`src/rtl/alarm_snooze_ctrl.sv`:
```
// Alarm ringing controller: detects the start of the alarm minute and sequences ringing, snooze and auto-timeout.
// Optional macro SOUND_PULSE_EN: when defined, the tone beeps 1 s on / 1 s off while ringing.
module alarm_snooze_ctrl #(
  parameter int RING_SEC   = 60,
  parameter int SNOOZE_MIN = 5,
  parameter int MAX_SNOOZE = 3
) (
  input  logic       clock,
  input  logic       reset,
  input  logic       one_second,
  input  logic       one_minute,
  input  logic [3:0] current_time_ms_hr,
  input  logic [3:0] current_time_ls_hr,
  input  logic [3:0] current_time_ms_min,
  input  logic [3:0] current_time_ls_min,
  input  logic [3:0] alarm_time_ms_hr,
  input  logic [3:0] alarm_time_ls_hr,
  input  logic [3:0] alarm_time_ms_min,
  input  logic [3:0] alarm_time_ls_min,
  input  logic       alarm_on,
  input  logic       snooze_button,
  input  logic       stop_button,
  output logic       alarm_sound,
  output logic       snooze_active,
  output logic [3:0] snooze_count
);

  typedef enum logic [1:0] {IDLE = 2'd0, RINGING = 2'd1, SNOOZE = 2'd2} state_t;

  state_t     state_r, state_nx_s;
  logic [7:0] ring_tmr_r, ring_tmr_nx_s;
  logic [3:0] snz_tmr_r, snz_tmr_nx_s;
  logic [3:0] snz_cnt_r, snz_cnt_nx_s;
  logic       match_s, match_d_r, trigger_s;
  logic       snz_btn_d_r, stop_btn_d_r, snz_press_s, stop_press_s;
  logic       enter_ring_s, sec_adv_s, sound_nx_s;

  assign match_s = (current_time_ms_hr  == alarm_time_ms_hr)  &&
                   (current_time_ls_hr  == alarm_time_ls_hr)  &&
                   (current_time_ms_min == alarm_time_ms_min) &&
                   (current_time_ls_min == alarm_time_ls_min);
  assign trigger_s    = match_s & ~match_d_r & alarm_on;
  assign snz_press_s  = snooze_button & ~snz_btn_d_r;
  assign stop_press_s = stop_button & ~stop_btn_d_r;
  assign snooze_count = snz_cnt_r;

  // Next-state, timers and snooze count; match_d resets high so equal times at reset release never ring.
  always_comb begin
    state_nx_s    = state_r;
    ring_tmr_nx_s = ring_tmr_r;
    snz_tmr_nx_s  = snz_tmr_r;
    snz_cnt_nx_s  = snz_cnt_r;
    enter_ring_s  = 1'b0;
    sec_adv_s     = 1'b0;
    if (!alarm_on) begin
      state_nx_s = IDLE;
    end else begin
      case (state_r)
        IDLE: begin
          if (trigger_s) begin
            state_nx_s = RINGING;
            enter_ring_s = 1'b1;
          end else begin
            state_nx_s = IDLE;
          end
        end
        RINGING: begin
          if (stop_press_s) begin
            state_nx_s = IDLE;
          end else if (snz_press_s && (snz_cnt_r < 4'(MAX_SNOOZE))) begin
            state_nx_s   = SNOOZE;
            snz_cnt_nx_s = snz_cnt_r + 4'd1;
            snz_tmr_nx_s = 4'd0;
          end else if (one_second) begin
            if (ring_tmr_r == 8'(RING_SEC - 1)) begin
              state_nx_s = IDLE;
            end else begin
              ring_tmr_nx_s = ring_tmr_r + 8'd1;
              sec_adv_s     = 1'b1;
            end
          end else begin
            state_nx_s = RINGING;
          end
        end
        SNOOZE: begin
          if (stop_press_s) begin
            state_nx_s = IDLE;
          end else if (trigger_s) begin
            state_nx_s   = RINGING;
            enter_ring_s = 1'b1;
          end else if (one_minute) begin
            if (snz_tmr_r == 4'(SNOOZE_MIN - 1)) begin
              state_nx_s   = RINGING;
              enter_ring_s = 1'b1;
            end else begin
              snz_tmr_nx_s = snz_tmr_r + 4'd1;
            end
          end else begin
            state_nx_s = SNOOZE;
          end
        end
        default: state_nx_s = IDLE;
      endcase
    end
    if (enter_ring_s) begin
      ring_tmr_nx_s = 8'd0;
    end else begin
      ring_tmr_nx_s = ring_tmr_nx_s;
    end
    if (state_nx_s == IDLE) begin
      snz_cnt_nx_s = 4'd0;
    end else begin
      snz_cnt_nx_s = snz_cnt_nx_s;
    end
  end

`ifdef SOUND_PULSE_EN
  logic phase_r, phase_nx_s;

  // Beep phase starts on at every ring entry and flips on each second spent ringing.
  always_comb begin
    if (enter_ring_s) begin
      phase_nx_s = 1'b1;
    end else if (sec_adv_s) begin
      phase_nx_s = ~phase_r;
    end else begin
      phase_nx_s = phase_r;
    end
  end

  // Beep phase register.
  always_ff @(posedge clock or negedge reset) begin
    if (!reset) begin
      phase_r <= 1'b0;
    end else begin
      phase_r <= phase_nx_s;
    end
  end

  assign sound_nx_s = (state_nx_s == RINGING) & phase_nx_s;
`else
  assign sound_nx_s = (state_nx_s == RINGING);
`endif

  // State, timers, edge-detect history and registered outputs.
  always_ff @(posedge clock or negedge reset) begin
    if (!reset) begin
      state_r       <= IDLE;
      ring_tmr_r    <= 8'd0;
      snz_tmr_r     <= 4'd0;
      snz_cnt_r     <= 4'd0;
      match_d_r     <= 1'b1;
      snz_btn_d_r   <= 1'b0;
      stop_btn_d_r  <= 1'b0;
      alarm_sound   <= 1'b0;
      snooze_active <= 1'b0;
    end else begin
      state_r       <= state_nx_s;
      ring_tmr_r    <= ring_tmr_nx_s;
      snz_tmr_r     <= snz_tmr_nx_s;
      snz_cnt_r     <= snz_cnt_nx_s;
      match_d_r     <= match_s;
      snz_btn_d_r   <= snooze_button;
      stop_btn_d_r  <= stop_button;
      alarm_sound   <= sound_nx_s;
      snooze_active <= (state_nx_s == SNOOZE);
    end
  end

endmodule

```
`config.mk`:
```
export PLATFORM = sky130hd
export DESIGN_NAME = alarm_snooze_ctrl
export DESIGN_NICKNAME = d
export VERILOG_FILES = /design/src/rtl/alarm_snooze_ctrl.sv
export SDC_FILE = /design/constraint.sdc
export NUM_CORES = 1
export LEC_CHECK = 0
export ABC_AREA = 1
export CAP_MARGIN = 10
export CORE_ASPECT_RATIO = 0.5
export CORE_MARGIN = 2
export CORE_UTILIZATION = 27
export DETAILED_ROUTE_END_ITERATION = 7
export DONT_BUFFER_PORTS = 1
export SLEW_MARGIN = 40
export SYNTH_ARGS = -nofsm -noshare
export SYNTH_HDL_FRONTEND = slang
export SYNTH_SLANG_ARGS = --single-unit
```
`constraint.sdc`:
```
create_clock -name clock -period 1.7 [get_ports clock]
set_input_delay 0.34 -clock clock [delete_from_list [all_inputs] [get_ports clock]]
set_output_delay 0.34 -clock clock [all_outputs]
set_load 0.03 [all_outputs]
```
# Word-level counts from Yosys, hierarchy flattened
# Cells that the tools add are included.
[totals] register_bits=23 input_bits=39 out_inout_bits=6 wordCells=93
[classes] add_sub_neg=3 order_cmp=1 eq_ne=20 mux=37 n_bitwise=7 reduce_logical=16
[op_table] operator="two-way mux 8 bit" count=7
[op_table] operator="two-way mux 4 bit" count=11
[op_table] operator="two-way mux 2 bit" count=9
[op_table] operator="equality test 4 bit" count=4
[op_table] operator="!= test 2 bit (second input constant)" count=8
[op_table] operator="nonzero test 2 bit" count=7
[op_table] operator="adder 4 x 1 -> 4 bit (second input constant)" count=2
[op_table] operator="adder 8 x 1 -> 8 bit (second input constant)" count=1
[op_table] operator="equality test 8 x 6 -> 1 bit (second input constant)" count=1
[op_table] operator="case mux 4 bit (2 select lines)" count=1
[op_table] operator="AND reduction 8 bit" count=1
[op_table] operator="two-way mux 1 bit" count=7
[op_table] operator="case mux 2 bit (3 select lines)" count=1
[op_table] operator="AND reduction 6 bit" count=1
[op_table] operator="bitwise AND 1 bit" count=4
[op_table] operator="equality test 2 x 1 -> 1 bit (second input constant)" count=2
[op_table] operator="equality test 2 bit (second input constant)" count=2
[op_table] operator="equality test 4 x 3 -> 1 bit (second input constant)" count=1
[op_table] operator="logical AND 1 bit" count=4
[op_table] operator="logical NOT 2 bit" count=2
[op_table] operator="< comparator 4 x 2 -> 1 bit (second input constant)" count=1
[op_table] operator="!= test 2 x 1 -> 1 bit (second input constant)" count=2
[op_table] operator="AND reduction 4 bit" count=1
[op_table] operator="inverter 1 bit" count=3
[op_table] operator="case mux 1 bit (2 select lines)" count=1

# Depth between registers and ports, before layout
[logic_depth] word_depth=13 depth_mapped=14 depth_no_buf=13

# Worst setup path before layout
# No wires, ideal clock.
[synth_path] path_kind="register to register" startpoint="register snz_cnt_r[0] (netlist: snooze_count[0])" endpoint="register snz_tmr_r[1]" setup_time_ns=0.083 t_arrival_ns=1.600 required_time_ns=1.617 path_slack_ns=0.017 path_stages_with_launch=9 path_buffers=0 cell_sequence="dfrtp_1 > ha_1 > nor3_1 > nand3_1 > nand2_1 > o2111ai_1 > nor2_1 > nand3_1 > o21ai_0"
[synth_via] elab_chain_len=4
[synth_lines] element="start, declared" line="33" text="logic [3:0] snz_cnt_r, snz_cnt_nx_s;"
[synth_lines] element="start signal, assigned" line="161" text="snz_cnt_r <= snz_cnt_nx_s;"
[synth_lines] element="< comparator 4 x 2 -> 1 bit" line="70" text="end else if (snz_press_s && (snz_cnt_r < 4'(MAX_SNOOZE))) begin"
[synth_lines] element="logical AND 1 bit" line="70"
[synth_lines] element="!= test 2 bit (no line)"
[synth_lines] element="AND reduction 8 bit (no line)"
[synth_lines] element="end signal, assigned" line="160" text="snz_tmr_r <= snz_tmr_nx_s;"
[synth_lines] element="end, declared" line="32" text="logic [3:0] snz_tmr_r, snz_tmr_nx_s;"
# No other way between the ends.
# A chain may end at the register's enable or synchronous reset.

# Worst setup path after layout
# Ends and elaborated chain as after synthesis.

==> metrics.cfg <==
[drt]
wire_per_inst_um = 9.70
vias_per_cell = 4.45
vias = 1380
wl_um = 3010
ant_nets = 0
drc_errors = 0
dr.pass1.iters = 4
drt_iter0_drc = 48

[final_layout]
multi_input_area_um2 = 821
nets = 281
layout-drive-gt1-share_pct = 11.0
layout_common_cells = nand2_1, inv_1, nor2_1
fin_area_um2 = 1780
final-seq-area_um2 = 577
synthToLayoutAreaGrowth_pct = 15.3
layout_commonest_cell = nand2_1
n_fill_cell = 603
antenna-diode-count = 0

[yosys]
synth_edf_count = 0
synth_flop_cell = dfrtp_1
synthCells = 226
syn_nets = 269
yosysWarnings = 0
yosysUniqueCellTypes = 23
async_reset_ff_share_pct = 100
synth-seq-area-share_pct = 37.3
ys_seq_elements = 23
netlist_area_um2 = 1550
synth.avg_cell_area_um2 = 6.85

[sta]
fin_crit_ns = 1.59
relSlewSlack_pct = 65.9
finalHoldViolCount = 0
max_freq_mhz = 631
finalCritPeriodShare_pct = 93.3
worstMarginPinSlew_ns = 0.511
drv_slew = 0
setup_viol = 0
finClkSkew_ns = 0.00744
hold_slack_ns = 0.0475
rsz0062_at_grt = true

[global_route]
grt.total_usage_pct = 10.2
antenna_found_initial = 0
grt_pass1_vias = 1288
grt.overflow.total = 0
grt_max_degree = 24
grt_pass1_wl_um = 5450

[pwr]
p_sw_mw = 0.245
leakage_nw = 1.01
seqPwrFrac_pct = 48.6
swShare_pct = 21.4
clock_power_share_pct = 44.0
internal-power_mw = 0.901
max-vdd-ir-drop_v = 0.000316
power_density_nw_per_um2 = 643
p_comb_share_pct = 7.3

[clock_network]
cts_tree = built
clk_latency_ns = 0.26
h-tree-depth = 1
clk_path_buf_depth = 2
cts.sinks = 23
clockRootBuffer = clkbuf_16
cts_buffers = 3
clk_pin_slew_ns = 0.06
post_cts_buffers = 0

[die]
dieArea_um2 = 6390
num_io_pins = 45
core_um2 = 5520
dieWidth_um = 111
core.rowCount = 19
initial_core_util_pct = 28.1
die_y_um = 57.5

[flow_run]
drv_cap = 0

[setup_path]
worstSetupPathType = reg -> reg
ff2ff_setup_slack_ns = 0.11
crit_required_ns = 1.87
path_max_fanout = 6
endpoint_kind = flop
reg2reg_depth = 8
start_kind = flop
arrival_ns = 1.76

[placement]
place.gp.congestion = 0.799
place_hpwl_um = 2410
io_buffers = 0
placed_area_um2 = 1680

[hold_path]
hold_path.class = in -> async

[run_status]
status = finished clean

==> power groups by stage <==
stage               clock network (mW)  logic, mW  registers (mW)
CTS                              0.515     0.0871           0.557
finish                           0.505     0.0839           0.558
global route                     0.542      0.102           0.558
global placement                     0     0.0692           0.567
detailed placement                   0     0.0736           0.567
floorplan                            0     0.0633           0.566
==> synthesized netlist by cell type (all sizes together), types with 2 or more instances <==
cell / number / share of area, %
nor2: 38 / 9.5
nand2: 61 / 16
nor3: 6 / 1.9
nand3b: 3 / 1.5
o21ai: 8 / 2.6
inv: 42 / 10
xnor2: 2 / 1.1
a21oi: 6 / 1.9
ha: 4 / 3.2
xor2: 9 / 5.1
dfrtp: 22 / 36
nand4: 2 / 1.2
nand3: 18 / 6.1
==> area by class of cell <==
type                            instances  area share, %
Multi-Input combinational cell        160           46.0
Sequential cell                        23           32.3
Inverter                               42           8.84
Tap cell                               73           5.12
Clock buffer                            3           4.21
Timing Repair Buffer                    8           3.23
Clock inverter                          1          0.281
==> cells by family (layout without fill, tap and decap cells) <==
kind of cell | count (synthesis) | after routing | share of synthesized area (%)
XOR/XNOR | 11 | 11 | 6.23
buffers and inverters | 43 | 54 | 10.9
adder cells (fa/ha/maj) | 4 | 4 | 3.23
flip-flops | 23 | 23 | 37.3
AO/OA/AOI/OAI | 16 | 16 | 5.58
AND/OR/NAND/NOR | 129 | 129 | 36.8
==> per-layer routing <==
layer  part of all wire, %  track usage [%]
met5                     0                0
met1                    44             12.1
met2                    51             19.8
met3                   3.9             1.59
met4                  0.93             2.65
==> per-stage QoR <==
stage / instances / utilization (%) / setup slack, ns / TNS, ns / power (mW)
5_1_grt: 310 / 32.4 / -0.0174 / -0.0174 / 1.20
3_5_place_dp: 305 / 30.5 / 0.0134 / 0 / 0.641
3_3_place_gp: 305 / 30.5 / 0.0620 / 0 / 0.636
6_report: 310 / 32.4 / 0.114 / 0 / 1.15
2_1_floorplan: 226 / - / 0.0174 / 0 / 0.630
4_1_cts: 310 / 32.1 / 0.0649 / 0 / 1.16
==> timing repair <==
action                                  4_1_cts  5_1_grt
endpoints found under the hold margin        23        0
resized for setup                             1        8
hold buffers                                  1        0
endpoints found under the setup margin        1       12
pin swaps                                     0        2
==> path summary, 6_finish.rpt <==
| path | startpoint | end |
|---|---|---|
| setup reg to reg | snooze_count[0] | snz_tmr_r[1] |
| max in group asynchronous | reset | match_d_r |
| hold / removal | reset | snz_tmr_r[2] |
| hold reg to reg | snooze_count[3] | snooze_count[3] |
| setup / recovery | snooze_count[0] | snz_tmr_r[1] |
| min in group clock | snooze_button | snz_btn_d_r |
==> sequential cells by signal (all words and copies together) (netlist names) <==
name	count
ring_tmr_r	8
match_d_r	1
alarm_sound	1
state_r	2
stop_btn_d_r	1
snz_tmr_r	4
snooze_count	4
snooze_active	1
snz_btn_d_r	1
==> critical path, stage by stage, from the launching register on <==
cell and delay (ns):
dfrtp_1 0.38, ha_1 0.20, nor3_1 0.13, nand3_1 0.16, nand2_1 0.13, o2111ai_2 0.17
nor2_4 0.17, nand3_1 0.08, o21ai_0 0.07
(Power assumes the default switching activity.)
